## config.mk

```make
export PLATFORM = sky130hd
export DESIGN_NAME = hangman_round_ctrl
export DESIGN_NICKNAME = d
export VERILOG_FILES = /design/src/rtl/hangman_pkg.sv /design/src/rtl/hangman_round_ctrl_guess_eval.sv /design/src/rtl/hangman_round_ctrl.sv
export SDC_FILE = /design/constraint.sdc
export NUM_CORES = 1
export LEC_CHECK = 0
export ABC_CLOCK_PERIOD_IN_PS = 2500
export CAP_MARGIN = 0
export CORE_UTILIZATION = 45
export DETAILED_ROUTE_END_ITERATION = 8
export PLACE_DENSITY = 0.74
export SETUP_SLACK_MARGIN = 0.1
export SYNTH_ARGS = -nofsm -noshare
export SYNTH_HDL_FRONTEND = slang
export SYNTH_SLANG_ARGS = --single-unit
export TNS_END_PERCENT = 10
```

## constraint.sdc

```tcl
create_clock -name clk -period 2.5 [get_ports clk]
set_clock_uncertainty 0.15 [all_clocks]
set_input_delay 0.25 -clock clk [delete_from_list [all_inputs] [get_ports clk]]
set_output_delay 0.25 -clock clk [all_outputs]
set_load 0.01 [all_outputs]
```

## src/rtl/hangman_pkg.sv

```systemverilog
// Shared definitions for the hangman round controller.
//   game_state_t  : encoding of the game_state output
//   calc_code_w   : width of a letter/command code for a given alphabet size
//   start_code    : code value that means "start a new round"
package hangman_pkg;

    typedef enum logic [1:0] {
        ST_START  = 2'd0,
        ST_INGAME = 2'd1,
        ST_WIN    = 2'd2,
        ST_LOST   = 2'd3
    } game_state_t;

    // Codes 0..alpha-1 are letters and code alpha is the start command,
    // so alpha+1 distinct values must be representable.
    function automatic int calc_code_w(input int alpha);
        return $clog2(alpha + 1);
    endfunction

    function automatic int start_code(input int alpha);
        return alpha;
    endfunction

endpackage

```

## src/rtl/hangman_round_ctrl_guess_eval.sv

```systemverilog
// Combinational evaluation of one letter guess against the round state.
// Ports:
//   load_x          in   letter code (or command) being presented
//   word            in   letter set of the secret word
//   guessed_mask    in   letters already guessed correctly
//   wrong_mask      in   letters already guessed wrongly
//   is_valid_letter out  load_x is a letter code (< ALPHA)
//   is_repeat       out  letter was already guessed (right or wrong)
//   is_hit          out  new letter that is in the word
//   completes_word  out  new hit that makes guessed_mask equal to word
//   letter_onehot   out  one-hot decode of load_x (zero for non-letters)
module guess_eval
    import hangman_pkg::*;
#(
    parameter int ALPHA  = 26,
    parameter int CODE_W = calc_code_w(ALPHA)
) (
    input  logic [CODE_W-1:0] load_x,
    input  logic [ALPHA-1:0]  word,
    input  logic [ALPHA-1:0]  guessed_mask,
    input  logic [ALPHA-1:0]  wrong_mask,
    output logic              is_valid_letter,
    output logic              is_repeat,
    output logic              is_hit,
    output logic              completes_word,
    output logic [ALPHA-1:0]  letter_onehot
);

    always_comb begin
        letter_onehot = '0;
        for (int unsigned i = 0; i < ALPHA; i++) begin
            letter_onehot[i] = (load_x == CODE_W'(i));
        end

        is_valid_letter = (load_x < CODE_W'(ALPHA));
        is_repeat       = |(letter_onehot & (guessed_mask | wrong_mask));
        is_hit          = !is_repeat && (|(letter_onehot & word));
        completes_word  = is_hit && ((guessed_mask | letter_onehot) == word);
    end

endmodule

```

## src/rtl/hangman_round_ctrl.sv

```systemverilog
// Hangman round controller: game FSM, guessed/wrong letter masks, lives
// counter and saturating session win/loss tallies.
// Ports:
//   clk          in   system clock, rising edge
//   reset        in   asynchronous active-low reset
//   load         in   one-cycle strobe qualifying load_x
//   load_x       in   letter code 0..ALPHA-1, or ALPHA = start command
//   mask         in   secret word letter set, taken on an accepted start
//   guessed_mask out  correctly guessed letters
//   wrong_mask   out  wrongly guessed letters
//   game_state   out  0 START, 1 INGAME, 2 WIN, 3 LOST
//   lives_left   out  remaining wrong guesses
//   wrong        out  one-cycle pulse on a new wrong guess
//   repeat_guess out  one-cycle pulse on a repeated letter
//   win_count    out  rounds won since reset (saturating)
//   loss_count   out  rounds lost since reset (saturating)
module hangman_round_ctrl
    import hangman_pkg::*;
#(
    parameter int ALPHA   = 26,
    parameter int LIVES   = 5,
    parameter int SCORE_W = 8,
    parameter int CODE_W  = calc_code_w(ALPHA)
) (
    input  logic               clk,
    input  logic               reset,
    input  logic               load,
    input  logic [CODE_W-1:0]  load_x,
    input  logic [ALPHA-1:0]   mask,
    output logic [ALPHA-1:0]   guessed_mask,
    output logic [ALPHA-1:0]   wrong_mask,
    output logic [1:0]         game_state,
    output logic [3:0]         lives_left,
    output logic               wrong,
    output logic               repeat_guess,
    output logic [SCORE_W-1:0] win_count,
    output logic [SCORE_W-1:0] loss_count
);

    localparam logic [CODE_W-1:0] START_CMD  = CODE_W'(start_code(ALPHA));
    localparam logic [3:0]        LIVES_INIT = 4'(LIVES);

    game_state_t        state_q, state_d;
    logic [ALPHA-1:0]   word_q;
    logic [ALPHA-1:0]   guessed_q;
    logic [ALPHA-1:0]   wrong_mask_q;
    logic [3:0]         lives_q;
    logic               wrong_q;
    logic               repeat_q;
    logic [SCORE_W-1:0] win_q;
    logic [SCORE_W-1:0] loss_q;

    logic               is_valid_letter;
    logic               is_repeat;
    logic               is_hit;
    logic               completes_word;
    logic [ALPHA-1:0]   letter_onehot;

    logic               ev_start;
    logic               ev_letter;
    logic               ev_repeat;
    logic               ev_hit;
    logic               ev_miss;
    logic               ev_win;
    logic               ev_lose;

    guess_eval #(
        .ALPHA  (ALPHA),
        .CODE_W (CODE_W)
    ) u_guess_eval (
        .load_x          (load_x),
        .word            (word_q),
        .guessed_mask    (guessed_q),
        .wrong_mask      (wrong_mask_q),
        .is_valid_letter (is_valid_letter),
        .is_repeat       (is_repeat),
        .is_hit          (is_hit),
        .completes_word  (completes_word),
        .letter_onehot   (letter_onehot)
    );

    // Event decode. Codes above ALPHA match neither a start nor a letter
    // and therefore fall through as no-ops in every state.
    always_comb begin
        ev_start  = load && (load_x == START_CMD) && (mask != '0);
        ev_letter = load && is_valid_letter && (state_q == ST_INGAME);
        ev_repeat = ev_letter && is_repeat;
        ev_hit    = ev_letter && is_hit;
        ev_miss   = ev_letter && !is_repeat && !is_hit;
        ev_win    = ev_hit && completes_word;
        ev_lose   = ev_miss && (lives_q == 4'd1);
    end

    // State register
    always_ff @(posedge clk or negedge reset) begin
        if (!reset) begin
            state_q <= ST_START;
        end else begin
            state_q <= state_d;
        end
    end

    // Next-state logic; a start wins from any state, including mid-round
    always_comb begin
        state_d = state_q;
        if (ev_start) begin
            state_d = ST_INGAME;
        end else if (ev_win) begin
            state_d = ST_WIN;
        end else if (ev_lose) begin
            state_d = ST_LOST;
        end
    end

    // Round datapath and tallies
    always_ff @(posedge clk or negedge reset) begin
        if (!reset) begin
            word_q       <= '0;
            guessed_q    <= '0;
            wrong_mask_q <= '0;
            lives_q      <= LIVES_INIT;
            wrong_q      <= 1'b0;
            repeat_q     <= 1'b0;
            win_q        <= '0;
            loss_q       <= '0;
        end else begin
            wrong_q  <= ev_miss;
            repeat_q <= ev_repeat;

            if (ev_start) begin
                word_q       <= mask;
                guessed_q    <= '0;
                wrong_mask_q <= '0;
                lives_q      <= LIVES_INIT;
            end else begin
                if (ev_hit) begin
                    guessed_q <= guessed_q | letter_onehot;
                end
                if (ev_miss) begin
                    wrong_mask_q <= wrong_mask_q | letter_onehot;
                    lives_q      <= lives_q - 4'd1;
                end
            end

            if (ev_win && (win_q != '1)) begin
                win_q <= win_q + SCORE_W'(1);
            end
            if (ev_lose && (loss_q != '1)) begin
                loss_q <= loss_q + SCORE_W'(1);
            end
        end
    end

    // Outputs
    always_comb begin
        game_state   = state_q;
        guessed_mask = guessed_q;
        wrong_mask   = wrong_mask_q;
        lives_left   = lives_q;
        wrong        = wrong_q;
        repeat_guess = repeat_q;
        win_count    = win_q;
        loss_count   = loss_q;
    end

endmodule

```

==> run summary <==
The flow ran to the end, but the final reports show violations. The checks that failed: setup timing. The tree is rooted in a sky130_fd_sc_hd__clkbuf_16.

The length of the first detailed-routing pass in iterations came out at 5. The final-report max-slew violation count is 0. Dividing total power by cell area gives a power density of 745 nW/µm².

The transition time at the pin with the least slew margin is 0.588 ns. The number of primary I/O pins is 110. The required time of the critical path is 2.60 ns. The register clock-pin slew on the reported worst setup and hold paths came out at 0.07 ns. The total number of nets in the final design is 942. The initial antenna violation count is 0.

On the worst path, the slowest cell contributes a delay of 0.53 ns. The overall power of the completed layout came out at 6.84 mW. The number of synthesized flops with an enable pin is 0.

Setup repair after global routing could not meet its margin everywhere. Input and output buffers added on the ports amount to 109. The placed cell area is 8290 µm². The post-route DRC violation count is 0.

The path type of the worst min-delay path is input port to asynchronous set/reset pin. The ratio of cells with drive above 1 in the final layout is 34.9%. The filler cells instantiated in the layout total 843. The number of diodes added for antenna fixing is 0. The worst supply voltage drop on vdd is 0.526 mV. The maximum buffer depth of the clock tree is 2. The number of cells after detailed placement came out at 1046. The fraction of the yosys area taken by sequential cells came out at 45.2%.

Yosys printed 0 warnings. The total standard cell area after synthesis is 5660 µm². The number of violations reported at the end of detailed-routing iteration 0 is 711. The number of different library cells in the post-synthesis netlist came out at 64.

Setup violations remaining at the end of the flow were counted as 68. The signal on the critical path passes through mux4_2, nand2_2, o21ai_2, or4b_4, or2_4, buf_12, nor4_4, xor2_1. By startpoint and endpoint, the worst setup path is classified as register to register. The ratio of final minimum period to clock period came out at 114%. The clock insertion delay at the later pin of the skew report is 0.36 ns. The mean area per synthesized cell is 9.08 µm².

Counting every net in the synthesized netlist gives 661. The worst-case setup margin in the final layout is -0.344 ns. The worst setup path is captured at a register. The estimated wirelength of the detail-placed design is 18000 µm. The number of global-route vias before repair was 6489. The number of standard cells in the final layout excluding fillers is 1077. The hold violation total from the final report is 0. The tool flagged a number of max-cap violations equal to 0. The number of flip-flops and latches in the synthesized netlist came out at 102. The area of the core is 12100 µm². After synthesis, the cell types taking the most area are sky130_fd_sc_hd__dfrtp_1 44%, sky130_fd_sc_hd__nor2_1 6.6%, sky130_fd_sc_hd__a31oi_1 6.0%.

On the final layout, the worst hold slack is 0.256 ns. The maximum frequency from static timing analysis is 0.352 GHz. In this run the static leakage power is 4.08 nW. The pin count of the biggest net entering global routing came out at 47.

At the end of routability-driven placement, the weighted congestion stood at 0.983. TritonCTS built the clock tree. Among all stages on the critical path, the largest delay is contributed by sky130_fd_sc_hd__or4b_4. The deepest level of the CTS H-tree is 3. The worst path in the final design needs a cycle of 2.84 ns, including I/O delays and setup. The first global-routing pass estimated 37300 µm of wire.

The signed area change from the synthesized netlist to the final layout came out at 62.3%. The worst max-slew margin expressed relative to the limit came out at 60.7%. In the final routed layout, each cell accounts on average for 23.4 µm. The TritonCTS buffer count came out at 9. In this run the vertical extent of the chip is 114 µm. The setup TNS after final layout is -10.62 ns. The die outline area is 13000 µm². The routed layout has 6587 vias. The site row count came out at 40. Synthesis handed over a netlist of 623 instances. The portion of synthesized cell area occupied by the leading cell type came out at 44.2%.

After detailed routing, the total wire length is 25200 µm. sky130_fd_sc_hd__dfrtp_1 is the most common cell in the netlist. The total global routing track utilization is 38.8%. The initial standard-cell utilization of the core is 46.7%. The worst setup path is launched from a register.

Ranked by instance count, the synthesized netlist is headed by 100 x sky130_fd_sc_hd__dfrtp_1, 99 x sky130_fd_sc_hd__nor2_1, 54 x sky130_fd_sc_hd__a31oi_1. The overall die width is 114 µm. The sink count of the clock tree is 102. For this run, the leading register cell type out of synthesis is sky130_fd_sc_hd__dfrtp_1. The remaining number of nets flagged by the antenna check after routing is 0. The maximum fanout along the worst path is 8.

The post-layout instance area came out at 9180 µm². The largest total area in the synthesized netlist belongs to sky130_fd_sc_hd__dfrtp_1. The signal arrival time at the worst endpoint came out at 2.95 ns. For this run the aggregate overflow at the end of global routing stands at 0. Dividing the detail-routed via count by the number of cells gives 6.12. The share of flip-flops with an asynchronous set or reset came out at 100%.
==> path summary, 6_finish.rpt <==
| path | cells past startpoint | end | from | slack, ns |
|---|---|---|---|---|
| setup / recovery | 8 | loss_count[5]$_DFFE_PN0P_ | word_q[16]$_DFFE_PN0P_ | -0.34 |
| hold / removal | 2 | wrong_mask[25]$_DFFE_PN0P_ | reset | 0.26 |
| setup reg to reg | 8 | loss_count[5]$_DFFE_PN0P_ | word_q[16]$_DFFE_PN0P_ | -0.34 |
| hold reg to reg | 1 | win_count[7]$_DFFE_PN0P_ | win_count[7]$_DFFE_PN0P_ | 0.37 |
| max in group asynchronous | 3 | guessed_mask[5]$_DFFE_PN0P_ | reset | 1.29 |
| min in group clk | 5 | wrong_mask[1]$_DFFE_PN0P_ | load_x[1] | 0.34 |
==> final cells by class <==
class	instances	area [µm²]	share of cell area [%]
Tap cell	168	210	2.29
Timing Repair Buffer	314	2830	30.8
Sequential cell	102	2560	27.9
Clock buffer	10	229	2.49
Clock inverter	6	93.8	1.02
Inverter	19	71.3	0.777
Multi-Input combinational cell	458	3190	34.7
==> registers in the layout, indices dropped and copies added, names as in the netlist <==
name / cells
wrong: 1
loss_count: 8
wrong_mask: 26
guessed_mask: 26
win_count: 8
game_state: 2
word_q: 26
lives_left: 4
repeat_guess: 1
==> metrics by stage <==
step / util (%) / worst slack [ns]
floorplan: - / -0.229
CTS: 74.6 / -0.290
detailed placement: 68.4 / -1.15
finish: 75.8 / -0.344
global route: 75.8 / -0.460
global placement: 68.4 / -1.23
==> layer usage <==
layer / global-route usage, % / vias to the layer above / wire (µm) / part of all wire, %
met5: 0 / - / 0 / 0
met4: 18.7 / 0 / 1340 / 5.3
met3: 7.78 / 100 / 2020 / 8.0
met2: 64.2 / 420 / 11900 / 47
met1: 48.7 / 3216 / 9870 / 39
li1: - / 2851 / - / -
==> placed cells by master, fill, tap and decap left out, types with 8 or more instances in the layout <==
master / count
sky130_fd_sc_hd__nor3_1: 12
sky130_fd_sc_hd__nand2_1: 41
sky130_fd_sc_hd__dfrtp_1: 98
sky130_fd_sc_hd__a31oi_1: 53
sky130_fd_sc_hd__mux2_2: 15
sky130_fd_sc_hd__nand3_1: 10
sky130_fd_sc_hd__inv_1: 19
sky130_fd_sc_hd__xnor2_1: 10
sky130_fd_sc_hd__nor2_1: 95
sky130_fd_sc_hd__nand4_1: 9
sky130_fd_sc_hd__buf_4: 178
sky130_fd_sc_hd__clkbuf_16: 9
sky130_fd_sc_hd__nor4_1: 9
sky130_fd_sc_hd__a21oi_1: 9
sky130_fd_sc_hd__a211oi_1: 12
sky130_fd_sc_hd__o21ai_0: 25
sky130_fd_sc_hd__buf_12: 10
sky130_fd_sc_hd__o22ai_1: 8
sky130_fd_sc_hd__clkdlybuf4s50_1: 103
sky130_fd_sc_hd__buf_6: 12
==> timing repair <==
item,4_1_cts,5_1_grt
resized for setup,94,30
setup buffers,8,4
pin swaps,39,18
setup endpoints to repair,76,75
cloned,2,0
hold buffers,1,0
hold endpoints to repair,28,0
==> worst max-delay path: cells and delay by family, from the launching register on <==
kind	cells	cell delay, ns
simple gates	4	1.22
mux	1	0.49
flops	1	0.40
xor+xnor	1	0.26
buf+inv	1	0.16
compound gates	1	0.08
==> where the power goes <==
part           internal (mW)  switching [mW]  leakage (nW)  total (mW)
clock network          0.890           0.678         0.159        1.57
registers               2.00           0.345          1.33        2.34
logic                   1.50            1.43          2.59        2.93
==> kinds of logic after synthesis <==
| group | Yosys count | share of synthesized area, % |
|---|---|---|
| AOI/OAI and AO/OA | 161 | 18.4 |
| xor gates and xnor gates | 18 | 2.79 |
| adders and majority gates | 4 | 0.885 |
| buffers and inverters | 63 | 5.09 |
| DFF | 102 | 45.2 |
| muxes | 21 | 4.31 |
| and+or+nand+nor | 254 | 23.3 |
No activity file was read; power rests on OpenSTA's default activity.
